`src/rtl/load_store_unit.sv`:
```
// MEM-stage load/store unit: drives a ready-handshaked data-memory port,
// aligns and extends load data, and stalls the pipeline while busy.
module load_store_unit #(
    parameter int unsigned TIMEOUT = 16
) (
    input  logic        Clock,
    input  logic        Reset,
    input  logic        Valid,
    input  logic [5:0]  Opcode,
    input  logic [31:0] Addr,
    input  logic [31:0] StoreData,
    output logic [31:0] DMemAddr,
    output logic        DMemRE,
    output logic [3:0]  DMemWE,
    output logic [31:0] DMemWData,
    input  logic [31:0] DMemRData,
    input  logic        MemReady,
    output logic [31:0] LoadResult,
    output logic        ResultValid,
    output logic        Stall,
    output logic        AddrError,
    output logic        BusError
);

    localparam int unsigned CNT_W = (TIMEOUT > 2) ? $clog2(TIMEOUT) : 1;
    localparam logic [CNT_W-1:0] CNT_LAST = CNT_W'(TIMEOUT - 1);

    localparam logic [5:0] OP_LB  = 6'h20;
    localparam logic [5:0] OP_LH  = 6'h21;
    localparam logic [5:0] OP_LW  = 6'h23;
    localparam logic [5:0] OP_LBU = 6'h24;
    localparam logic [5:0] OP_LHU = 6'h25;
    localparam logic [5:0] OP_SB  = 6'h28;
    localparam logic [5:0] OP_SH  = 6'h29;
    localparam logic [5:0] OP_SW  = 6'h2B;

    typedef enum logic [1:0] {IDLE, REQ, DONE, ERR} state_t;

    state_t            state_q, state_d;
    logic [CNT_W-1:0]  cnt_q, cnt_d;
    logic [5:0]        op_q, op_d;
    logic [1:0]        lo_q, lo_d;
    logic              load_q, load_d;
    logic [31:0]       addr_d, wdata_d, result_d;
    logic [3:0]        we_d;
    logic              re_d, rv_d, ae_d, be_d;
    logic              is_mem, is_load, misaligned;
    logic [7:0]        byte_lane;
    logic [15:0]       half_lane;
    logic [31:0]       load_ext;

    // Classify the incoming opcode and its alignment requirement
    always_comb begin
        is_mem     = 1'b1;
        is_load    = 1'b0;
        misaligned = 1'b0;
        case (Opcode)
            OP_LB, OP_LBU:  is_load = 1'b1;
            OP_LH, OP_LHU: begin
                is_load    = 1'b1;
                misaligned = Addr[0];
            end
            OP_LW: begin
                is_load    = 1'b1;
                misaligned = |Addr[1:0];
            end
            OP_SB:          is_load = 1'b0;
            OP_SH:          misaligned = Addr[0];
            OP_SW:          misaligned = |Addr[1:0];
            default:        is_mem = 1'b0;
        endcase
    end

    // Select the addressed lane of read data and extend it per the latched opcode
    always_comb begin
        byte_lane = DMemRData[{lo_q, 3'b000} +: 8];
        half_lane = lo_q[1] ? DMemRData[31:16] : DMemRData[15:0];
        case (op_q)
            OP_LB:   load_ext = {{24{byte_lane[7]}}, byte_lane};
            OP_LBU:  load_ext = {24'b0, byte_lane};
            OP_LH:   load_ext = {{16{half_lane[15]}}, half_lane};
            OP_LHU:  load_ext = {16'b0, half_lane};
            default: load_ext = DMemRData;
        endcase
    end

    // Next-state, next-output and stall logic
    always_comb begin
        state_d  = state_q;
        cnt_d    = cnt_q;
        op_d     = op_q;
        lo_d     = lo_q;
        load_d   = load_q;
        addr_d   = DMemAddr;
        wdata_d  = DMemWData;
        result_d = LoadResult;
        re_d     = DMemRE;
        we_d     = DMemWE;
        rv_d     = 1'b0;
        ae_d     = 1'b0;
        be_d     = 1'b0;
        Stall    = 1'b0;
        case (state_q)
            IDLE: begin
                if (Valid && is_mem) begin
                    Stall = 1'b1;
                    if (misaligned) begin
                        state_d = ERR;
                        ae_d    = 1'b1;
                    end else begin
                        state_d = REQ;
                        cnt_d   = '0;
                        op_d    = Opcode;
                        lo_d    = Addr[1:0];
                        load_d  = is_load;
                        addr_d  = {Addr[31:2], 2'b00};
                        case (Opcode)
                            OP_SB: begin
                                we_d    = 4'b0001 << Addr[1:0];
                                wdata_d = {4{StoreData[7:0]}};
                            end
                            OP_SH: begin
                                we_d    = Addr[1] ? 4'b1100 : 4'b0011;
                                wdata_d = {2{StoreData[15:0]}};
                            end
                            OP_SW: begin
                                we_d    = 4'b1111;
                                wdata_d = StoreData;
                            end
                            default: re_d = 1'b1;
                        endcase
                    end
                end
            end
            REQ: begin
                Stall = 1'b1;
                if (MemReady) begin
                    state_d = DONE;
                    re_d    = 1'b0;
                    we_d    = 4'b0000;
                    rv_d    = 1'b1;
                    if (load_q) begin
                        result_d = load_ext;
                    end
                end else if (cnt_q == CNT_LAST) begin
                    state_d = ERR;
                    re_d    = 1'b0;
                    we_d    = 4'b0000;
                    be_d    = 1'b1;
                end else begin
                    cnt_d = cnt_q + CNT_W'(1);
                end
            end
            DONE:    state_d = IDLE;
            ERR:     state_d = IDLE;
            default: state_d = IDLE;
        endcase
    end

    // State and registered outputs; synchronous reset wins over all
    always_ff @(posedge Clock) begin
        if (Reset) begin
            state_q     <= IDLE;
            cnt_q       <= '0;
            op_q        <= 6'd0;
            lo_q        <= 2'd0;
            load_q      <= 1'b0;
            DMemAddr    <= 32'd0;
            DMemRE      <= 1'b0;
            DMemWE      <= 4'b0000;
            DMemWData   <= 32'd0;
            LoadResult  <= 32'd0;
            ResultValid <= 1'b0;
            AddrError   <= 1'b0;
            BusError    <= 1'b0;
        end else begin
            state_q     <= state_d;
            cnt_q       <= cnt_d;
            op_q        <= op_d;
            lo_q        <= lo_d;
            load_q      <= load_d;
            DMemAddr    <= addr_d;
            DMemRE      <= re_d;
            DMemWE      <= we_d;
            DMemWData   <= wdata_d;
            LoadResult  <= result_d;
            ResultValid <= rv_d;
            AddrError   <= ae_d;
            BusError    <= be_d;
        end
    end

endmodule

```
`config.mk`:
```
export PLATFORM = sky130hd
export DESIGN_NAME = load_store_unit
export DESIGN_NICKNAME = d
export VERILOG_FILES = /design/src/rtl/load_store_unit.sv
export SDC_FILE = /design/constraint.sdc
export NUM_CORES = 1
export LEC_CHECK = 0
export ABC_AREA = 1
export CORE_UTILIZATION = 40
export CTS_BUF_LIST = sky130_fd_sc_hd__clkbuf_8
export DETAILED_ROUTE_END_ITERATION = 6
export PLACE_DENSITY = 0.74
export SYNTH_ARGS = -nofsm -noshare
export SYNTH_HDL_FRONTEND = slang
export SYNTH_SLANG_ARGS = --single-unit
```
`constraint.sdc`:
```
create_clock -name Clock -period 2.35 [get_ports Clock]
set_input_delay 0.47 -clock Clock [delete_from_list [all_inputs] [get_ports Clock]]
set_output_delay 0.47 -clock Clock [all_outputs]
set_load 0.03 [all_outputs]
```
Word level (Yosys, flattened, before mapping)
Index checks and enable logic that the tools add are counted.
{"block": "word_totals", "regBits": 117, "latchBits": 0, "ramBits": 0, "rom_bits": 0, "out_inout_bits": 105, "word_cells": 98, "n_memories": 0}
{"block": "classes", "n_addsub": 1, "mul": 0, "n_div": 0, "magnitude_cmp": 0, "n_eq_ne": 23, "n_shift": 2, "mux": 34, "n_bitwise": 4, "reduce_logical": 21}
{"operator": "$pmux W32 S4", "n": 1}
{"operator": "$pmux W32 S3", "n": 1}
{"operator": "$eq A6 B6 Y1 const B", "n": 12}
{"operator": "$mux W4", "n": 9}
{"operator": "$shiftx A32 B6 Y8", "n": 1}
{"operator": "$mux W16", "n": 1}
{"operator": "$pmux W4 S2", "n": 2}
{"operator": "$reduce_and A5 Y1", "n": 3}
{"operator": "$pmux W4 S3", "n": 1}
{"operator": "$reduce_or A3 Y1", "n": 4}
{"operator": "$mux W1", "n": 11}
{"operator": "$ne A2 B2 Y1 const B", "n": 5}
{"operator": "$mux W2", "n": 4}
{"operator": "$reduce_or A2 Y1", "n": 4}
{"operator": "$reduce_or A8 Y1", "n": 1}
{"operator": "$pmux W1 S2", "n": 3}
{"operator": "$pmux W2 S3", "n": 1}
{"operator": "$reduce_and A3 Y1", "n": 2}
{"operator": "$reduce_or A5 Y1", "n": 1}
{"operator": "$add A4 B1 Y4 const B", "n": 1}
{"operator": "$eq A2 B2 Y1 const B", "n": 2}
{"operator": "$eq A4 B4 Y1 const B", "n": 1}
{"operator": "$ne A4 B1 Y1 const B", "n": 1}
{"operator": "$not A1 Y1", "n": 4}
{"operator": "9 further kinds", "n": 9}

Depth between registers and ports, before layout
{"block": "logic_depth", "word_depth": 6, "ltp_mapped": 12, "mapped_depth_nobuf": 11}

Least setup slack after synthesis
Ideal clock, no wire load.
{"block": "synth_path", "path_kind": "input port to output port", "startpoint": "input port Opcode[5]", "endpoint": "output port Stall", "t_arrival_ns": 1.459, "slack_ns": 0.421, "path_stages": 7, "path_buffers": 1, "path_cell_list": "inv_1 -> nor2_2 -> nand3_1 -> nand3_2 -> nand3_4 -> nand2_1 -> buf_2"}
{"block": "synth_via", "elab_chain_len": 6, "word_cells_on_any_way": 13, "cone_classes": "eq/ne (8); mux (3); reduce/logical (2)"}
{"item": "start, declared", "line_no": "9", "text": "input logic [5:0] Opcode,"}
{"item": "$eq A6 B6 Y1", "line_no": "57", "text": "case (Opcode)"}
{"item": "$reduce_or A8 Y1 (no source line) (*)"}
{"item": "$mux W1 (*)", "line_no": "57"}
{"item": "$logic_and A1 B1 Y1 (*)", "line_no": "105", "text": "if (Valid && is_mem) begin"}
{"item": "$mux W1 (*)", "line_no": "105"}
{"item": "$pmux W1 S2 (*)", "line_no": "103", "text": "case (state_q)"}
{"item": "end, declared", "line_no": "20", "text": "output logic Stall,"}
Mark *: on every way between the ends. The rest lies on a longest branch, timed or not.

Worst setup path in the final report
Same ends and word-level chain as after synthesis.

==> impl_results.md <==
* CTS H-tree lvls at 4
* Clock sink total at 117
* Critical path class: input port to output pin
* Mapped Cells at approximately 780
* Cell Area, Synth at around 0.0054 mm2
* CP Launch Type: input port
* Max-slew violations at 0
* Switch Pwr at 0.00120 W
* Crit path cell chain: clkdlybuf4s50_1, inv_1, nor2_4, buf_6, nand3_4, nand3_2, nand3_4, nand2_4, buf_4
* Final instance area at 0.00827 mm2
* Drt drc at 0
* Setup TNS at 0 ns
* TritonCTS clock tree: built
* Top delay family on crit path: buffers and inverters
* Final Hold Fails at 0
* Switch share at 0.245
* Layout cells sized above 1 at 0.0842
* CP arrival at between 1.5 and 2 ns
* Period utilization at 0.952
* Worst slack, placed at -0.0520 ns
* Clk buf depth at 2
* ANT cells at 0
* Post-synthesis register bit count at between 100 and 150
* Iteration-0 DRC Markers at 426
* RD Place Congestion at 0.849
* DP Wirelength at 12.2 mm
* Peak VDD IR at 0.000358 V
* Final design utilization at 0.627
* Global-route wire length before repair at approximately 27 mm
* Worst Path Required at 1.88 ns
* Sequential power share at 0.423
* Final net count at ~1100
* Synth cell types at 32
* TritonCTS buffer count at 17
* Pleak at 3.51 nW
* WHS at 0.439 ns
* Slew of the pin with the lowest slew margin at roughly 0.74 ns
* Yosys warning count at 0
* Die Ht at between 100 and 150 um
* Combinational power share at 0.144
* Row count at 42
* Min Clock Period, post-route at 2.24 ns
* Largest net degree at the start of global routing at 58
* Root Buffer: clkbuf_8
* Syn avg cell area at between 6 and 7 um2
* Chip width at 118 um
* IO buf count at 208
* Worst setup margin at 0.113 ns
* Layout Skew at slightly above 0.008 ns
* Hold/Removal Path Class: input port to flop
* RSZ-0062 raised after global routing: no
* Total grt overflow at 0
* CP peak stage delay at 0.46 ns
* Sequential area share after synthesis at 0.434
* Antenna violations before repair at 0
* Clk pin slew, worst setup/hold paths at ~0.070 ns
* Worst-skew pair later-pin latency at around 0.44 ns
* Max-cap violations at 0
* Final setup viols at 0
* Crit path max-delay cell type: clkdlybuf4s50_1
* Die area at 0.0140 mm2
* Clock power share at 0.433
* Routed Antenna Nets at 0
* Cell mode on critical path: nand3_4
* Core area at around 0.013 mm2
* Layout area overhead at 53.3%
* Via-per-instance ratio at between 4 and 5
* Highest achievable clock rate at 0.447 GHz
* Placed Area at 0.00778 mm2
* Crit Path Max Fanout at 5
* Status: finished clean
* GRT Total Usage at 0.244
* Routed wire length at 16.7 mm
* Total number of vias at between 5000 and 6000
* I/O Pins at roughly 210
* Critical path endpoint category: output pin
* Number of global-route vias before repair at 5508
* Pint at roughly 0.0037 W
* Max transition margin at 0.506
* WP buf/inv at 4
* Routed wire per std cell at 14.1 um
* Post-CTS Hold Fix Bufs at 0
* DRT Pass-1 Iters at 6
* PD cells at between 500 and 600 mW/mm2
* Initial core utilization at 0.409
## stage by stage
step	cells	power [W]
global route	1186	0.00508
detailed placement	1153	0.00280
CTS	1185	0.00492
finish	1186	0.00488
global placement	1153	0.00280
floorplan	783	0.00244
## kinds of logic after synthesis
family | share of synthesized area
and+or+nand+nor | 0.297
AOI/OAI and AO/OA | 0.177
DFF | 0.434
buffers and inverters | 0.0861
muxes | 0.00209
adders and majority gates | 0.00232
other | 0.000695
## what timing repair did
action | CTS | global route
buffers inserted | 0 | 1
resized for setup | 2 | 4
endpoints found under the setup margin | 1 | 1
pin swaps | 0 | 1
## power by group through the flow
stage | combinational (W) | clock (W) | sequential (W)
6_report | 0.000705 | 0.00211 | 0.00206
5_1_grt | 0.000762 | 0.00225 | 0.00207
4_1_cts | 0.000700 | 0.00216 | 0.00206
3_5_place_dp | 0.000694 | 0 | 0.00211
3_3_place_gp | 0.000694 | 0 | 0.00211
2_1_floorplan | 0.000259 | 0 | 0.00218
## state kept, by name, indices dropped and copies added (netlist names)
signal	count
AddrError	1
lo_q	2
load_q	1
DMemRE	1
DMemAddr	30
DMemWE	4
LoadResult	32
BusError	1
DMemWData	32
op_q	6
cnt_q	4
state_q	2
ResultValid	1
## metal layers
layer | routed length, um | vias up | track usage | part of all wire
li1 | - | 2973 | - | -
met1 | 7180 | 2605 | 0.310 | 0.43
met2 | 7570 | 259 | 0.383 | 0.45
met3 | 1500 | 32 | 0.0722 | 0.090
met4 | 424 | 0 | 0.103 | 0.025
met5 | 0 | - | 0 | 0
## worst paths after layout
path	from	slack, ns	cells after the start	to
max	Opcode[5]	0.11	9	Stall
min	Opcode[3]	0.44	4	DMemWData[26]
max reg2reg	lo_q[1]	0.28	9	LoadResult[24]
min reg2reg	op_q[4]	0.44	2	op_q[4]
## worst reg2reg max path, stage by stage (launching register included)
cell and delay [ns]:
dfxtp_1 0.42, inv_1 0.24, nand2_1 0.12, nand2_1 0.07, nand2_1 0.05, o21ai_0 0.10, nand2_1 0.12, nor2_1 0.07
nor2_2 0.57, a21oi_1 0.17
## Yosys cell counts (all sizes together)
library cell	n	area, um2
nor2	178	708
buf	18	146
a211oi	2	15.0
mux2	1	11.3
clkinv	1	3.75
nor3	4	20.0
a31oi	13	81.3
conb	1	3.75
inv	56	213
o211a	1	10.0
o31ai	1	7.51
nand3	23	155
o21ai	118	591
nor4	2	12.5
a21oi	43	215
or2	1	6.26
nand2	152	593
clkbuf	27	101
nand4	17	106
o211ai	5	37.5
ha	1	12.5
dfxtp	117	2340
## placed cells by master (no fill, tap or decap), types with 3 or more instances in the layout
master	count
a21oi_1	43
clkdlybuf4s50_1	205
nor3_1	4
clkbuf_8	23
buf_4	24
o211ai_1	5
bufinv_16	4
nand2_1	146
nand4_1	17
buf_12	8
nor2_1	173
clkinv_2	3
nand3_1	18
nand3_2	3
dfxtp_1	117
o21ai_0	118
nand2_4	3
inv_1	54
a31oi_1	13
nand2_2	3
## cell type report
type                            instances  area (um2)
Fill cell                            1189        4920
Multi-Input combinational cell        564        2600
Timing Repair Buffer                  240        2420
Sequential cell                       117        2340
Clock buffer                           23         317
Tap cell                              176         220
Inverter                               57         216
Clock inverter                          9         146
No activity file was read; power rests on OpenSTA's default activity.
